**config.mk**
```make
export PLATFORM = sky130hd
export DESIGN_NAME = ci_issuer
export DESIGN_NICKNAME = d
export VERILOG_FILES = /design/src/rtl/ci_issuer.sv
export SDC_FILE = /design/constraint.sdc
export NUM_CORES = 1
export LEC_CHECK = 0
export BUFFER_PORTS_ARGS = -buffer_cell sky130_fd_sc_hd__buf_2
export CAP_MARGIN = 10
export CORE_MARGIN = 2
export CORE_UTILIZATION = 35
export CTS_BUF_LIST = sky130_fd_sc_hd__clkbuf_2 sky130_fd_sc_hd__clkbuf_4 sky130_fd_sc_hd__clkbuf_8
export CTS_CLUSTER_DIAMETER = 120
export DETAILED_ROUTE_END_ITERATION = 8
export GPL_ROUTABILITY_DRIVEN = 0
export PLACE_DENSITY = 0.62
export SKIP_LAST_GASP = 1
export SYNTH_ARGS = -nofsm -noshare
export SYNTH_HDL_FRONTEND = slang
export SYNTH_SLANG_ARGS = --single-unit
```
**constraint.sdc**
```tcl
create_clock -name clk -period 3.7 [get_ports clk]
set_input_delay 0.37 -clock clk [delete_from_list [all_inputs] [get_ports clk]]
set_output_delay 0.37 -clock clk [all_outputs]
set_load 0.02 [all_outputs]
```
**src/rtl/ci_issuer.sv**
```systemverilog
// Custom-instruction initiator: queues operand pairs, drives a start/clk_en/done slave,
// and returns each result over a valid/ready port. Define CI_TIMEOUT_EN to add the done watchdog.
module ci_issuer #(
    parameter int FIFO_DEPTH = 4,
    parameter int TIMEOUT    = 64
) (
    input  logic        clk,
    input  logic        rst_n,
    input  logic        req_valid_i,
    output logic        req_ready_o,
    input  logic [31:0] req_a_i,
    input  logic [31:0] req_b_i,
    output logic        rsp_valid_o,
    input  logic        rsp_ready_i,
    output logic [31:0] rsp_data_o,
    output logic        rsp_err_o,
    output logic        ci_clk_en_o,
    output logic        ci_start_o,
    output logic [31:0] ci_dataa_o,
    output logic [31:0] ci_datab_o,
    input  logic [31:0] ci_result_i,
    input  logic        ci_done_i,
    output logic        busy_o
);
    localparam int          PW       = $clog2(FIFO_DEPTH);
    localparam logic [PW:0] FULL_CNT = (PW + 1)'(FIFO_DEPTH);

    localparam logic [1:0] IDLE  = 2'd0;
    localparam logic [1:0] ISSUE = 2'd1;
    localparam logic [1:0] WAIT  = 2'd2;
    localparam logic [1:0] RESP  = 2'd3;

    logic [63:0]   mem_q [FIFO_DEPTH];
    logic [PW-1:0] wr_ptr_q;
    logic [PW-1:0] rd_ptr_q;
    logic [PW:0]   count_q;
    logic [PW:0]   count_d;
    logic [1:0]    state_q;
    logic [1:0]    state_d;
    logic [31:0]   dataa_q;
    logic [31:0]   datab_q;
    logic [31:0]   rsp_data_q;
    logic [31:0]   rsp_data_d;
    logic          empty;
    logic          full;
    logic          push;
    logic          pop;
    logic          in_op;
    logic          capture;
    logic          expire;
    logic          timeout_hit;

    assign empty   = (count_q == '0);
    assign full    = (count_q == FULL_CNT);
    assign push    = req_valid_i && !full;
    assign in_op   = (state_q == ISSUE) || (state_q == WAIT);
    assign capture = in_op && ci_done_i;
    // A done arriving in the final watchdog cycle still counts as a real result.
    assign expire  = (state_q == WAIT) && !ci_done_i && timeout_hit;

    always_comb begin
        state_d = state_q;
        pop     = 1'b0;
        case (state_q)
            IDLE: begin
                if (!empty) begin
                    pop     = 1'b1;
                    state_d = ISSUE;
                end
            end
            ISSUE, WAIT: begin
                if (capture || expire) state_d = RESP;
                else                   state_d = WAIT;
            end
            RESP: begin
                if (rsp_ready_i) begin
                    if (!empty) begin
                        pop     = 1'b1;
                        state_d = ISSUE;
                    end else begin
                        state_d = IDLE;
                    end
                end
            end
            default: state_d = IDLE;
        endcase
    end

    always_comb begin
        rsp_data_d = rsp_data_q;
        if (capture)     rsp_data_d = ci_result_i;
        else if (expire) rsp_data_d = '0;
    end

    always_comb begin
        case ({push, pop})
            2'b10:   count_d = count_q + (PW + 1)'(1);
            2'b01:   count_d = count_q - (PW + 1)'(1);
            default: count_d = count_q;
        endcase
    end

    always_ff @(posedge clk) begin
        if (push) mem_q[wr_ptr_q] <= {req_a_i, req_b_i};
    end

    always_ff @(posedge clk) begin
        if (!rst_n) begin
            state_q    <= IDLE;
            wr_ptr_q   <= '0;
            rd_ptr_q   <= '0;
            count_q    <= '0;
            dataa_q    <= '0;
            datab_q    <= '0;
            rsp_data_q <= '0;
        end else begin
            state_q    <= state_d;
            count_q    <= count_d;
            rsp_data_q <= rsp_data_d;
            if (push) wr_ptr_q <= wr_ptr_q + PW'(1);
            if (pop) begin
                rd_ptr_q <= rd_ptr_q + PW'(1);
                dataa_q  <= mem_q[rd_ptr_q][63:32];
                datab_q  <= mem_q[rd_ptr_q][31:0];
            end
        end
    end

`ifdef CI_TIMEOUT_EN
    localparam int TW = ($clog2(TIMEOUT) + 1 > 8) ? $clog2(TIMEOUT) + 1 : 8;

    logic [TW-1:0] wait_cnt_q;
    logic          rsp_err_q;

    // Counter reads k-1 during the k-th cycle counted from ISSUE.
    assign timeout_hit = (wait_cnt_q == TW'(TIMEOUT - 1));

    always_ff @(posedge clk) begin
        if (!rst_n) begin
            wait_cnt_q <= '0;
            rsp_err_q  <= 1'b0;
        end else begin
            if (pop)        wait_cnt_q <= '0;
            else if (in_op) wait_cnt_q <= wait_cnt_q + TW'(1);
            if (capture)     rsp_err_q <= 1'b0;
            else if (expire) rsp_err_q <= 1'b1;
        end
    end

    assign rsp_err_o = rsp_err_q;
`else
    assign timeout_hit = (TIMEOUT < 0);
    assign rsp_err_o   = 1'b0;
`endif

    assign req_ready_o = !full;
    assign rsp_valid_o = (state_q == RESP);
    assign rsp_data_o  = rsp_data_q;
    assign ci_clk_en_o = in_op;
    assign ci_start_o  = (state_q == ISSUE);
    assign ci_dataa_o  = dataa_q;
    assign ci_datab_o  = datab_q;
    assign busy_o      = (state_q != IDLE) || !empty;

endmodule

```
# Word-level counts from Yosys, hierarchy flattened
# Memory sizes are Yosys's and may differ from the RTL's. A register that Yosys moved wholly into a read port is not among the register bits.
# Cells that the tools add are included.
# Widths: inputs -> output; s select.
dict set report word_totals {
  register_bits 41
  mem_bits_rw 256
  in_bits 101
  word_cells 42
  memories 1
}
dict set report classes {
  n_addsub 4
  eq_ne 8
  n_mux 11
  reduce_logical 13
}
# name depth word_bits read_ports rd_clocked_by_memory_dff wr line_no
set memory_table {}
lappend memory_table {mem_q 4 64 1 1 1 33} ;# logic [63:0] mem_q [FIFO_DEPTH];
# op count
set ops {}
lappend ops {{$eq 2x2->1 const B} 3}
lappend ops {{$mux 1} 6}
lappend ops {{$pmux 2 s3} 1}
lappend ops {{$pmux 3 s2} 1}
lappend ops {{$add 2x1->2 const B} 2}
lappend ops {{$eq 2x1->1 const B} 2}
lappend ops {{$mux 2} 2}
lappend ops {{$reduce_bool 2->1} 2}
lappend ops {{$add 3x1->3 const B} 1}
lappend ops {{$eq 3x3->1 const B} 1}
lappend ops {{$logic_not 1->1} 3}
lappend ops {{$logic_not 3->1} 1}
lappend ops {{$sub 3x1->3 const B} 1}
lappend ops {{$logic_and 1x1->1} 2}
lappend ops {{$logic_not 2->1} 1}
lappend ops {{$logic_or 1x1->1} 2}
lappend ops {{$ne 2x1->1 const B} 1}
lappend ops {{$ne 2x2->1 const B} 1}
lappend ops {{$pmux 1 s2} 1}
lappend ops {{$reduce_and 2->1} 1}
lappend ops {{$reduce_or 2->1} 1}

# Logic depth before layout (Yosys ltp)
dict set report depth {
  ltp_word 6
  depth_mapped 11
  depth_no_buf 10
}

# Worst setup path after synthesis
# OpenSTA, ideal clock, no wires.
dict set report synth_timing {
  path_type {register -> register}
  start {register count_q[0]}
  end {memory mem_q[0][0] (enable)}
  setup_time_ps 429
  arrival_time_ps 2327
  path_slack_ps 944
  path_stages_with_launch 4
  path_cell_list {dfxtp_1 or3b_1 buf_2 and3_1}
}
dict set report synth_via {
  elab_chain_cells 5
}
# item line_no
set synth_rtl {}
lappend synth_rtl {{from (decl)} 36} ;# logic [PW:0] count_q;
lappend synth_rtl {{from (signal assigned)} 118} ;# count_q <= count_d;
lappend synth_rtl {{$eq 3x3->1} 54} ;# assign full = (count_q == FULL_CNT);
lappend synth_rtl {{$logic_not 1->1} -}
lappend synth_rtl {{named net req_ready_o} 10} ;# output logic req_ready_o,
lappend synth_rtl {{$logic_and 1x1->1} 55} ;# assign push = req_valid_i && !full;
lappend synth_rtl {{$mux 1} 104} ;# if (push) mem_q[wr_ptr_q] <= {req_a_i, req_b_i};
lappend synth_rtl {{$mux 1 (not written as such)} 104}
lappend synth_rtl {{to (decl)} 33}
# The timed path passes the listed nets, and every way through them passes these cells.

# Worst setup path after layout
dict set report layout_timing {
  start {register state_q[0]}
  end {output port ci_clk_en_o}
}
dict set report layout_via {
  elab_chain_cells 2
  word_cells_on_any_way 3
}
# item line_no
set layout_rtl {}
lappend layout_rtl {{from (decl)} 38} ;# logic [1:0] state_q;
lappend layout_rtl {{from (signal assigned)} 117} ;# state_q <= state_d;
lappend layout_rtl {{$eq 2x1->1 or $eq 2x2->1 (tied branches)} 56} ;# assign in_op = (state_q == ISSUE) || (state_q == WAIT);
lappend layout_rtl {{$logic_or 1x1->1 (*)} 56}
lappend layout_rtl {{to (decl)} 17} ;# output logic ci_clk_en_o,
# Every way passes the cells marked *; elsewhere a longest branch is shown, timed or not.

==> results.ini <==
[route]
drt_wl_total_mm=34.0
drc=0
final_antenna_net_count=0
dr.pass1.iters=5
vias=8699
drt-initial-drc-count=526
post_drt_via_cell_ratio=5.05
post_drt_wl_per_cell_um=19.7

[timing]
fmax_mhz=321
fin_crit_sh_pct=84.3
finalHoldViolCount=0
period_minus_slack_ps=3120
tightest_slew_ps=1070
report.final.slew_viol_count=0
relSlewSlack_pct=28.8
fin_setup_tns_ps=0
final.setup_skew_ps=9.91
setup_viol=0
rsz0062_at_grt=no

[cts]
cts.sinks=361
holdBufCountCts=96
clockBufferDepth=3
post_cts_resized=0
insertion_delay_ps=640
clk_pin_slew_ps=60
tritoncts=yes
post_cts_buffers=0
cts-root-buf=clkbuf_8
htreeDepth=2
tritoncts.num_buffers=61

[global_route]
antenna_found_initial=1
overflow=0
first_global_vias=9061
grt_start_max_net_pins=93
grt_pass1_wl_mm=51.9
grt_use_total_pct=16.4

[power_and_ir_drop]
ir_worst_vdd_mv=0.393
intPower_uw=8410
power_frac_comb_pct=26.6
clkPwrFrac_pct=30.9
power_switching_uw=4110
p_leak_uw=0.00656
p_sw_share_pct=32.8
power_density_mw_per_mm2=707
pwr-share-seq_pct=42.5

[setup_path]
cpMaxStageDelayCell=buf_4
critPathLaunchType=register
worstPathCellList=inv_1, ha_4, buf_4, buf_2
crit_cells=4
reg2reg_depth=9
crit_type=register to output port
crit_path_end_kind=output port
cp.required_ps=3330
crit_path_max_fanout=92
cpPeakStageDelay_ps=720
arrival_ps=2750
path_delay_family=buffers and inverters
cp_num_buf_inv=3

[floorplan]
fp.dieW_um=203
initial_core_util_pct=35.7
die_area_sq_mm=0.0412
die_h_um=203
num_rows=72
ios=203
core-area_sq_mm=0.0388

[yosys]
ys_ff_latch=361
syn-num-nets=966
synth_cells=855
yosysTopAreaCell=edfxtp_1
yosysWarnings=0
synth_cell_types=36
avgSynthCellArea_sq_um=16.2
synthTopCellsByArea=edfxtp_1, dfxtp_1, mux4_2, nand4b_1, o311ai_0
yosysSeqAreaShare_pct=70.7
synth_top_area_share_pct=55.5
syn-cell-area_sq_mm=0.0138

[finish]
synthToLayoutAreaGrowth_pct=27.8
diodes=0
design_area_sq_mm=0.0177
layout-drive-gt1-share_pct=33.7
nets=1264

[outcome]
outcome=complete, no violations

[hold_path]
hold_path_class=primary input to register
whs_path_depth=3

[placement]
dpl_cell_area_sq_mm=0.0153
place_hpwl_mm=18.3
numPortBuffers=201

[flow_run]
drv_cap=0

through the flow:
step | util, % | total power, uW | hold slack (ps) | std cells | worst slack (ps)
after floorplan | - | 7480 | 469 | 855 | 944
after global placement | 39.5 | 8620 | 440 | 1511 | 1110
after detailed placement | 39.5 | 8670 | 447 | 1511 | 1060
after CTS | 45.5 | 12700 | 21.3 | 1723 | 509
after global routing | 45.6 | 13100 | 69.5 | 1724 | 377
final | 45.6 | 12500 | 85.7 | 1724 | 580
flip-flops by register name, indices dropped and copies added (netlist names):
register	count
state_q	2
wr_ptr_q	2
rsp_data_o	32
ci_datab_o	32
rd_ptr_q	2
ci_dataa_o	32
mem_q	256
count_q	3
worst reg2reg max path: cells and delay by family (launching register included):
family | cells | cell delay, ps
flops | 1 | 390
compound gates | 1 | 130
fa+ha+maj | 3 | 1030
buf+inv | 2 | 170
simple gates | 2 | 650
xor+xnor | 1 | 180
final cells by class:
cell class,instances,area [sq um]
clock inverter,15,134
multi-input combinational,406,3670
sequential,361,9800
timing repair buffer,314,2160
tap,518,648
fill,3362,21100
inverter,9,33.8
clock buffer,101,1250
synthesized netlist by cell type:
cell,instances
or3_1,1
nand4b_1,64
or4b_1,1
nor3_1,1
clkbuf_2,1
o21ai_0,1
buf_12,4
clkbuf_1,44
a21o_1,5
buf_1,5
a21oi_1,38
mux4_2,64
and3_1,4
nand2_1,132
and2_1,1
o211ai_1,1
buf_6,1
nor4b_1,1
buf_4,3
ha_1,9
o31a_1,1
nor3_2,1
or3b_1,1
nand3_1,3
edfxtp_1,256
o311ai_0,64
o311a_1,1
fa_1,1
buf_2,21
nor2_1,3
mux2i_1,2
conb_1,1
dfxtp_1,105
inv_1,9
nand2b_1,3
xor2_1,2
power groups by stage:
stage	Clock, uW	Combinational [uW]	Sequential [uW]
4_1_cts	3990	3360	5330
3_3_place_gp	0	3230	5380
5_1_grt	4150	3590	5390
2_1_floorplan	0	1820	5660
6_report	3870	3320	5320
3_5_place_dp	0	3270	5410
logic make-up (layout without fill, tap and decap cells):
| family | after synthesis | after routing | synth area share [%] |
|---|---|---|---|
| DFF | 361 | 361 | 70.7 |
| and+or+nand+nor | 216 | 216 | 8.53 |
| AOI/OAI and AO/OA | 111 | 111 | 5.92 |
| buffers and inverters | 88 | 439 | 3.19 |
| muxes | 66 | 66 | 10.6 |
| adders and majority gates | 10 | 10 | 0.958 |
| xor gates and xnor gates | 2 | 2 | 0.127 |
| other | 1 | 1 | 0.0271 |
per-layer routing:
layer	vias up	part of all wire [%]	GRT usage [%]	wire, um
li1	3991	-	-	-
met1	4375	44	21.2	15000
met2	269	48	27.3	16300
met3	62	5.6	3.27	1920
met4	2	2.3	6.20	796
met5	-	0.038	0	13
final timing paths:
check	slack, ps	endpoint	startpoint
max	580	ci_clk_en_o	state_q[0]
min	90	wr_ptr_q[0]	req_valid_i
max reg2reg	1090	count_q[2]	state_q[0]
min reg2reg	450	rsp_data_o[13]	rsp_data_o[13]
placed cells by master (no fill, tap or decap), drive strengths merged, types with 4 or more instances in the layout:
master / count
a21o: 5
a21oi: 38
and3: 4
buf: 218
clkbuf: 101
clkinv: 10
dfxtp: 105
dlygate4sd3: 96
edfxtp: 256
ha: 9
inv: 11
mux4: 64
nand2: 132
nand4b: 64
o311ai: 64
Power figures use the tool's default switching activity.
